[src/rtl/regfile_pkg.sv]
// Shared types and helpers for the multi-port register file.
package regfile_pkg;

  typedef enum logic {INIT = 1'b0, READY = 1'b1} rf_state_e;

  // Widest data word the byte-merge helper handles; DATA_W must stay below this.
  localparam int MAX_W  = 256;
  localparam int MAX_BE = MAX_W / 8;

  function automatic logic [MAX_W-1:0] be_merge(input logic [MAX_W-1:0]  old_v,
                                                input logic [MAX_W-1:0]  new_v,
                                                input logic [MAX_BE-1:0] be);
    logic [MAX_W-1:0] r;
    r = old_v;
    for (int k = 0; k < MAX_BE; k++)
      if (be[k]) r[8*k +: 8] = new_v[8*k +: 8];
    return r;
  endfunction

endpackage

[src/rtl/regfile_rd_port.sv]
// One asynchronous read port: zero-register force, then same-cycle write forwarding.
module regfile_rd_port
  import regfile_pkg::*;
#(
  parameter int DATA_W   = 32,
  parameter int ADDR_W   = 5,
  parameter int ZERO_REG = 1,
  parameter int BYPASS   = 1
) (
  input  logic [ADDR_W-1:0]   addr,
  input  logic [DATA_W-1:0]   mem_data,
  input  logic                fwd_en,
  input  logic [ADDR_W-1:0]   wr_addr,
  input  logic [DATA_W-1:0]   wr_data,
  input  logic [DATA_W/8-1:0] wr_be,
  output logic [DATA_W-1:0]   data
);

  logic [MAX_W-1:0]        merged;
  logic [MAX_W-DATA_W-1:0] unused_hi;
  logic [DATA_W-1:0]       fwd_data;

  assign merged = be_merge(MAX_W'(mem_data), MAX_W'(wr_data), MAX_BE'(wr_be));
  assign {unused_hi, fwd_data} = merged;

  always_comb begin
    data = mem_data;
    if (ZERO_REG != 0 && addr == '0)
      data = '0;
    else if (BYPASS != 0 && fwd_en && addr == wr_addr)
      data = fwd_data;
  end

endmodule

[src/rtl/regfile_mp.sv]
// Parametrised multi-read-port register file with byte-masked writes and an init sweep.
module regfile_mp
  import regfile_pkg::*;
#(
  parameter int DATA_W   = 32,
  parameter int ADDR_W   = 5,
  parameter int NUM_RD   = 2,
  parameter int ZERO_REG = 1,
  parameter int BYPASS   = 1
) (
  input  logic                     CLK,
  input  logic                     reset_n,
  input  logic                     clr_req,
  output logic                     busy,
  input  logic                     wr_en,
  input  logic [ADDR_W-1:0]        wr_addr,
  input  logic [DATA_W-1:0]        wr_data,
  input  logic [DATA_W/8-1:0]      wr_be,
  output logic                     wr_ack,
  input  logic [NUM_RD*ADDR_W-1:0] rd_addr,
  output logic [NUM_RD*DATA_W-1:0] rd_data
);

  localparam int DEPTH = 2 ** ADDR_W;

  rf_state_e         state, state_nx;
  logic [ADDR_W-1:0] ptr, ptr_nx;
  logic              sweep_go, wr_go;
  logic [DATA_W-1:0] mem [DEPTH];

  logic [MAX_W-1:0]        wr_merged;
  logic [MAX_W-DATA_W-1:0] unused_wr_hi;
  logic [DATA_W-1:0]       wr_word;

  always_ff @(posedge CLK) begin
    if (!reset_n) begin
      state  <= INIT;
      ptr    <= '0;
      wr_ack <= 1'b0;
    end else begin
      state  <= state_nx;
      ptr    <= ptr_nx;
      wr_ack <= wr_go;
    end
  end

  // clr_req wins over both the sweep step and a pending write.
  always_comb begin
    state_nx = state;
    ptr_nx   = ptr;
    sweep_go = 1'b0;
    wr_go    = 1'b0;
    case (state)
      INIT: begin
        if (clr_req) begin
          ptr_nx = '0;
        end else begin
          sweep_go = 1'b1;
          ptr_nx   = ptr + 1'b1;
          if (ptr == '1) state_nx = READY;
        end
      end
      READY: begin
        if (clr_req) begin
          state_nx = INIT;
          ptr_nx   = '0;
        end else begin
          wr_go = wr_en;
        end
      end
      default: state_nx = INIT;
    endcase
  end

  assign busy = (state == INIT);

  assign wr_merged = be_merge(MAX_W'(mem[wr_addr]), MAX_W'(wr_data), MAX_BE'(wr_be));
  assign {unused_wr_hi, wr_word} = wr_merged;

  // Array has no reset; only the sweep gives it defined contents.
  always_ff @(posedge CLK) begin
    if (reset_n) begin
      if (sweep_go)
        mem[ptr] <= DATA_W'(ptr);
      else if (wr_go && !(ZERO_REG != 0 && wr_addr == '0))
        mem[wr_addr] <= wr_word;
    end
  end

  for (genvar p = 0; p < NUM_RD; p++) begin : g_rd
    logic [ADDR_W-1:0] addr;
    assign addr = rd_addr[p*ADDR_W +: ADDR_W];

    regfile_rd_port #(
      .DATA_W  (DATA_W),
      .ADDR_W  (ADDR_W),
      .ZERO_REG(ZERO_REG),
      .BYPASS  (BYPASS)
    ) u_port (
      .addr    (addr),
      .mem_data(mem[addr]),
      .fwd_en  (wr_go),
      .wr_addr (wr_addr),
      .wr_data (wr_data),
      .wr_be   (wr_be),
      .data    (rd_data[p*DATA_W +: DATA_W])
    );
  end

endmodule
[config.mk]
export PLATFORM = sky130hd
export DESIGN_NAME = regfile_mp
export DESIGN_NICKNAME = d
export VERILOG_FILES = /design/src/rtl/regfile_pkg.sv /design/src/rtl/regfile_rd_port.sv /design/src/rtl/regfile_mp.sv
export SDC_FILE = /design/constraint.sdc
export NUM_CORES = 1
export LEC_CHECK = 0
export CAP_MARGIN = 5
export CORE_ASPECT_RATIO = 2
export CORE_MARGIN = 8
export CORE_UTILIZATION = 30
export DETAILED_ROUTE_END_ITERATION = 8
export HOLD_SLACK_MARGIN = 0.15
export PLACE_DENSITY = 0.43
export REMOVE_ABC_BUFFERS = 1
export SKIP_CTS_REPAIR_TIMING = 1
export SLEW_MARGIN = 20
export SYNTH_ARGS = -nofsm -noshare
export SYNTH_HDL_FRONTEND = slang
export SYNTH_SLANG_ARGS = --single-unit
[constraint.sdc]
create_clock -name CLK -period 9.6 [get_ports CLK]
set_input_delay 2.4 -clock CLK [delete_from_list [all_inputs] [get_ports CLK]]
set_output_delay 2.4 -clock CLK [all_outputs]
set_load 0.05 [all_outputs]
---- Yosys cells after proc, flatten, opt, wreduce, memory -nomap -nowiden ----
Memory sizes are Yosys's and may differ from the RTL's.
Cells that the tools add are included.
cells by class
  divide/modulo/power cells ............... 0
  equality and inequality tests ........... 8
  multipliers ............................. 0
  $add $sub $neg .......................... 1
  bitwise logic cells ..................... 1
  shift operators ......................... 0
  mux-type cells .......................... 36
  reduce and logical (&&, ||, !) cells .... 12
  order comparisons ....................... 0
operators by type and width
  cell                 number
  $mux 32              5
  $mux 8               12
  $reduce_or 32->1     1
  $logic_not 5->1      3
  $mux 5               3
  $mux 1               13
  $eq 5x5->1           2
  $pmux 5 s2           1
  $reduce_and 2->1     4
  $add 5x1->5 const B  1
  $eq 5x5->1 const B   1
  $mux 4               1
  $ne 1x1->1 const B   4
  $logic_and 1x1->1    3
  $ne 2x2->1 const B   1
  $pmux 1 s2           1
  $logic_not 1->1      1
  $not 1->1            1
storage, ports and cells
  output and inout bits ................... 66
  flip-flop bits (word level) ............. 7
  bits in latches ......................... 0
  bits of input ports ..................... 55
  bits in read-only memories .............. 0
  memories ................................ 1
  RAM bits ................................ 1024
memory list
  name  depth  bits a word  read ports  clocked after memory_dff  wr ports  RTL line          source
  mem   32     32           2           0                         1         regfile_mp.sv:29  logic [DATA_W-1:0] mem [DEPTH];

---- Depth between registers and ports, before layout ----
  depth in word-level cells ............... 10
  depth in mapped cells ................... 10
  depth with buffers taken out ............ 5

---- By module ----
A second synthesis with hierarchy kept.
unflattened totals
  cells, all modules ...................... 3867
  area, all modules ....................... 51151.6 um2
by module, submodules not included
  module           area each (um2)  seq. area each (um2)  cells each  times used
  regfile_mp       49732.7          30889.6               3631        1
  regfile_rd_port  709.4            0.0                   118         2

---- Worst setup path before layout ----
OpenSTA, ideal clock, no wires.
  path type ............................... input to output
  start ................................... input rd_addr[0]
  end ..................................... output rd_data[12]
  path buffers ............................ 5
  slack ................................... 2.556 ns
  cell stages on the path ................. 9
  data arrival time ....................... 4.644 ns
  required time ........................... 7.200 ns
  cells stage by stage .................... buf_6 -> buf_12 -> buf_6 -> buf_6 -> buf_6 -> mux2i_1 -> a22oi_1 -> o221ai_1 -> o21ai_0
between the ends
  longest elaborated chain between the ends .. 4
RTL lines
  what                                         RTL line                                  source
  from (decl)                                  regfile_mp.sv:20                          input logic [NUM_RD*ADDR_W-1:0] rd_addr,
  $mem_v2 32x32 or $eq 5x5->1 (tied branches)  -
  $mux 8 or $logic_and 1x1->1 (tied branches)  regfile_pkg.sv:16, regfile_rd_port.sv:30
  $mux 32                                      regfile_rd_port.sv:30                     else if (BYPASS != 0 && fwd_en && addr == wr_addr)
  $mux 32 *                                    regfile_rd_port.sv:28                     if (ZERO_REG != 0 && addr == '0)
  to (decl)                                    regfile_mp.sv:21                          output logic [NUM_RD*DATA_W-1:0] rd_data
Mark *: on every way between the ends. The rest lies on a longest branch, timed or not.

---- Final worst setup path ----
  start ................................... input clr_req
  end ..................................... output rd_data[63]
between the ends
  longest elaborated chain between the ends .. 5
RTL lines
  what               RTL line               source
  from (decl)        regfile_mp.sv:13       input logic clr_req,
  $mux 1             regfile_mp.sv:64       if (clr_req) begin
  $mux 1             regfile_mp.sv:53       case (state)
  $logic_and 1x1->1  regfile_rd_port.sv:30
  $mux 32            regfile_rd_port.sv:30
  $mux 32            regfile_rd_port.sv:28
No other way between the ends.

==> results.md <==
Run status:
- The run finished with clean final reports.

Global routing:
- The initial antenna violation count came to 13.
- The pin count of the biggest net entering global routing is 85.
- The sum of overflow across all layers after global routing is 0.
- The first global-routing pass estimated 259000 um of wire.
- The all-layer global routing usage is ~20%.
- The number of global-route vias before repair was 32100.

Clocking:
- The total number of H-tree levels is 3.
- The number of clock sinks seen by CTS is 1031.
- The tree is rooted in a sky130_fd_sc_hd__clkbuf_16.
- The number of clock buffers added by TritonCTS is 96.
- The number of buffers on the longest clock path is 3.
- The post-CTS clock slew at the launch and capture registers of the worst setup and hold paths is 0.07 ns.
- The clock latency of the later-clocked register in the worst-skew pair is between 0.6 and 0.7 ns.
- The CTS tree is built.

Floorplanning:
- The die is between 500 and 600 um tall.
- The initial utilization of the core area, before any placement, comes to a little under a third.
- The core area is between 150000 and 200000 um^2.
- approximately 120 I/O pins were placed.
- The floorplan step defined a die boundary enclosing 182000 um^2.
- The number of placement rows is between 200 and 250.
- From left edge to right edge, the die measures 305 um.

Synth:
- The total number of yosys warnings is 0.
- Counting flops with a built-in enable in the synthesized netlist gives about 1000.
- The cell area after synthesis is 50200 um^2.
- The dominant synthesized flop cell is sky130_fd_sc_hd__edfxtp_1.
- The most frequent cell after synthesis is sky130_fd_sc_hd__edfxtp_1.
- sky130_fd_sc_hd__edfxtp_1 takes more of the synthesized area than any other cell.
- Sorting the synthesized cells by how often they occur yields sky130_fd_sc_hd__edfxtp_1 (1024), sky130_fd_sc_hd__mux4_2 (426), sky130_fd_sc_hd__mux2i_1 (230), sky130_fd_sc_hd__nand2_1 (166), sky130_fd_sc_hd__nor2_1 (141).
- In the synthesized netlist, the number of instances is 2836.
- The proportion of synthesized chip area in sequential cells is 61.5%.
- The share of async-settable or async-resettable flops after synthesis is 0%.
- Sorting the synthesized cells by area gives the leading types as sky130_fd_sc_hd__edfxtp_1 (61%), sky130_fd_sc_hd__mux4_2 (19%), sky130_fd_sc_hd__mux2i_1 (4.6%).
- The count of state elements after synthesis is slightly above 1000.
- The average cell area after synthesis is ~18 um^2.
- The area share of the largest cell type after synthesis is 61.2%.
- Synthesis instantiated 70 different standard cells from the library.

Placement:
- The estimated wirelength of the detail-placed design is 130000 um.
- The placer's final routability congestion estimate is approximately 0.82.
- The worst setup timing slack at the placement stage is 1.23 ns.
- Including well taps, the total number of placed cells is 5075.
- The cell area after placement is 54700 um^2.
- The count of buffers inserted at the top-level ports is 120.

Power and ir drop:
- The analysis attributes to cell leakage a power of between 0.015 and 0.02 uW.
- The power per unit of standard cell area is 166 nW/um^2.
- The worst-case IR drop observed on VDD is 0.000121 V.

Cells and area:
- The final layout contains 3090 nets.
- The layout overhead on the synthesized area is 15.1%.
- For this run, the number of standard cells in the final layout without fillers is 5256.
- The cell area after layout is 57800 um^2.
- Of the cells placed in the final design, the portion with a size suffix greater than 1 is ~29%.

Routing:
- The via count is 30000.
- The first routing iteration left 2728 violations.
- Summed over all layers, the routed wires come to 186000 um.
- The antenna violation net count after detailed routing is 0.
- After detailed routing, the number of remaining DRC violations is 0.
- In the routed layout, each cell is associated on average with a via count of 5.70.
- The detailed-route wire length per cell is 35.3 um.
- The first-pass detailed-route iteration total is 6.

STA:
- Setup repair after global routing left no endpoint under its margin.
- The max-slew violation count is 0.
- The worst setup slack after layout is 1.17 ns.
- Setup violations remaining at the end of the flow were counted as 0.
- The actual slew at the worst max-slew pin is 1.08 ns.
- The minimum clock period is 8.43 ns.
- For the final routed database, the setup TNS stands at 0 ns.
- The achievable frequency is 0.119 GHz.
- In the finished design, the share of the clock period the worst path needs comes to approximately 88%.
- The number of hold violations in the final report was 0.
- Headroom to the max-slew limit came out at 27.8%.
- Clock skew on the completed layout was measured at 0.0210 ns.

Worst setup path:
- The worst setup path is of the input port to output pin kind.
- For the worst setup path, the data required time is 7.20 ns.
- Data arrives at the worst endpoint at between 6 and 7 ns.
- The critical path capture point type is an output pin.
- The category of the worst setup path launch point is an input port.
- The worst-path maximum fanout is 12.

Job:
- The max-cap violation count is 0.

Min path:
- The class of the tightest hold or removal check is flip-flop to flip-flop.
through the flow:
stage                     total power (uW)  util, %  hold WS, ns
final                                 9580     34.7        0.681
after global routing                  9840     34.7        0.715
after CTS                             9680     34.7        0.670
after detailed placement              5880     32.8        0.658
after global placement                5880     32.8        0.628
after floorplan                       5400        -        0.551
placed cells by master, fill, tap and decap left out, types with 11 or more instances in the layout:
master and n:
sky130_fd_sc_hd__a211oi_1 11, sky130_fd_sc_hd__a21oi_1 22, sky130_fd_sc_hd__a221o_1 32, sky130_fd_sc_hd__a221oi_1 81
sky130_fd_sc_hd__a22oi_1 65, sky130_fd_sc_hd__and2_1 12, sky130_fd_sc_hd__and2_2 20, sky130_fd_sc_hd__buf_12 17
sky130_fd_sc_hd__buf_4 184, sky130_fd_sc_hd__clkbuf_1 12, sky130_fd_sc_hd__clkbuf_16 96, sky130_fd_sc_hd__clkdlybuf4s50_1 111
sky130_fd_sc_hd__clkinv_1 25, sky130_fd_sc_hd__clkinv_2 23, sky130_fd_sc_hd__edfxtp_1 1024, sky130_fd_sc_hd__mux2_2 58
sky130_fd_sc_hd__mux2i_1 230, sky130_fd_sc_hd__mux4_2 426, sky130_fd_sc_hd__nand2_1 165, sky130_fd_sc_hd__nand2b_1 11
sky130_fd_sc_hd__nand3_1 53, sky130_fd_sc_hd__nor2_1 114, sky130_fd_sc_hd__nor2_2 25, sky130_fd_sc_hd__nor3_1 18
sky130_fd_sc_hd__o2111ai_1 13, sky130_fd_sc_hd__o211a_1 36, sky130_fd_sc_hd__o21bai_1 31, sky130_fd_sc_hd__xor2_1 12
power breakdown:
| group | internal, uW | switching, uW |
|---|---|---|
| Combinational | 322 | 558 |
| Sequential | 4880 | 5.95 |
| Clock | 2040 | 1770 |
per-layer routing:
metal  vias up  wire (um)  track usage [%]
met1     16200      66600             22.4
met2      1064     102000             37.8
met3       306       9480             3.03
met4         8       7930             7.81
li1      12400          -                -
met5         -         49                0
path summary, 6_finish.rpt:
path | start | endpoint | slack, ns | cells past startpoint
setup / recovery | clr_req | rd_data[63] | 1.17 | 6
hold / removal | ptr[4] | ptr[4] | 0.68 | 2
setup reg to reg | state | mem[4][21] | 4.87 | 7
hold reg to reg | ptr[4] | ptr[4] | 0.68 | 2
logic make-up (layout without fill, tap and decap cells):
family	Yosys count	in the layout	synth area share, %
fa+ha+maj	2	2	0.0498
flops	1031	1031	61.5
buf+inv	227	503	2.45
compound gates	371	371	6.08
simple gates	466	466	4.20
mux	726	726	25.5
xor+xnor	13	13	0.227
other cells	0	4	0
registers in the layout, indices dropped and copies added, names as in the netlist:
signal  cells
mem      1024
ptr         5
state       1
wr_ack      1
critical path, stage by stage:
cell                              delay (ns)
sky130_fd_sc_hd__clkdlybuf4s50_1        0.43
sky130_fd_sc_hd__nand3b_1               0.37
sky130_fd_sc_hd__nor2_1                 0.68
sky130_fd_sc_hd__and4b_1                0.80
sky130_fd_sc_hd__a221o_1                0.46
sky130_fd_sc_hd__clkdlybuf4s50_1        0.87
layout make-up:
type                            count  area [um^2]
Fill cell                       15800       109000
Multi-Input combinational cell   1578        18200
Antenna cell                        4         10.0
Inverter                            7         31.3
Clock inverter                     68          554
Sequential cell                  1031        30900
Tap cell                         2140         2680
Timing Repair Buffer              319         2910
Clock buffer                      109         2460
Power figures use the tool's default switching activity.
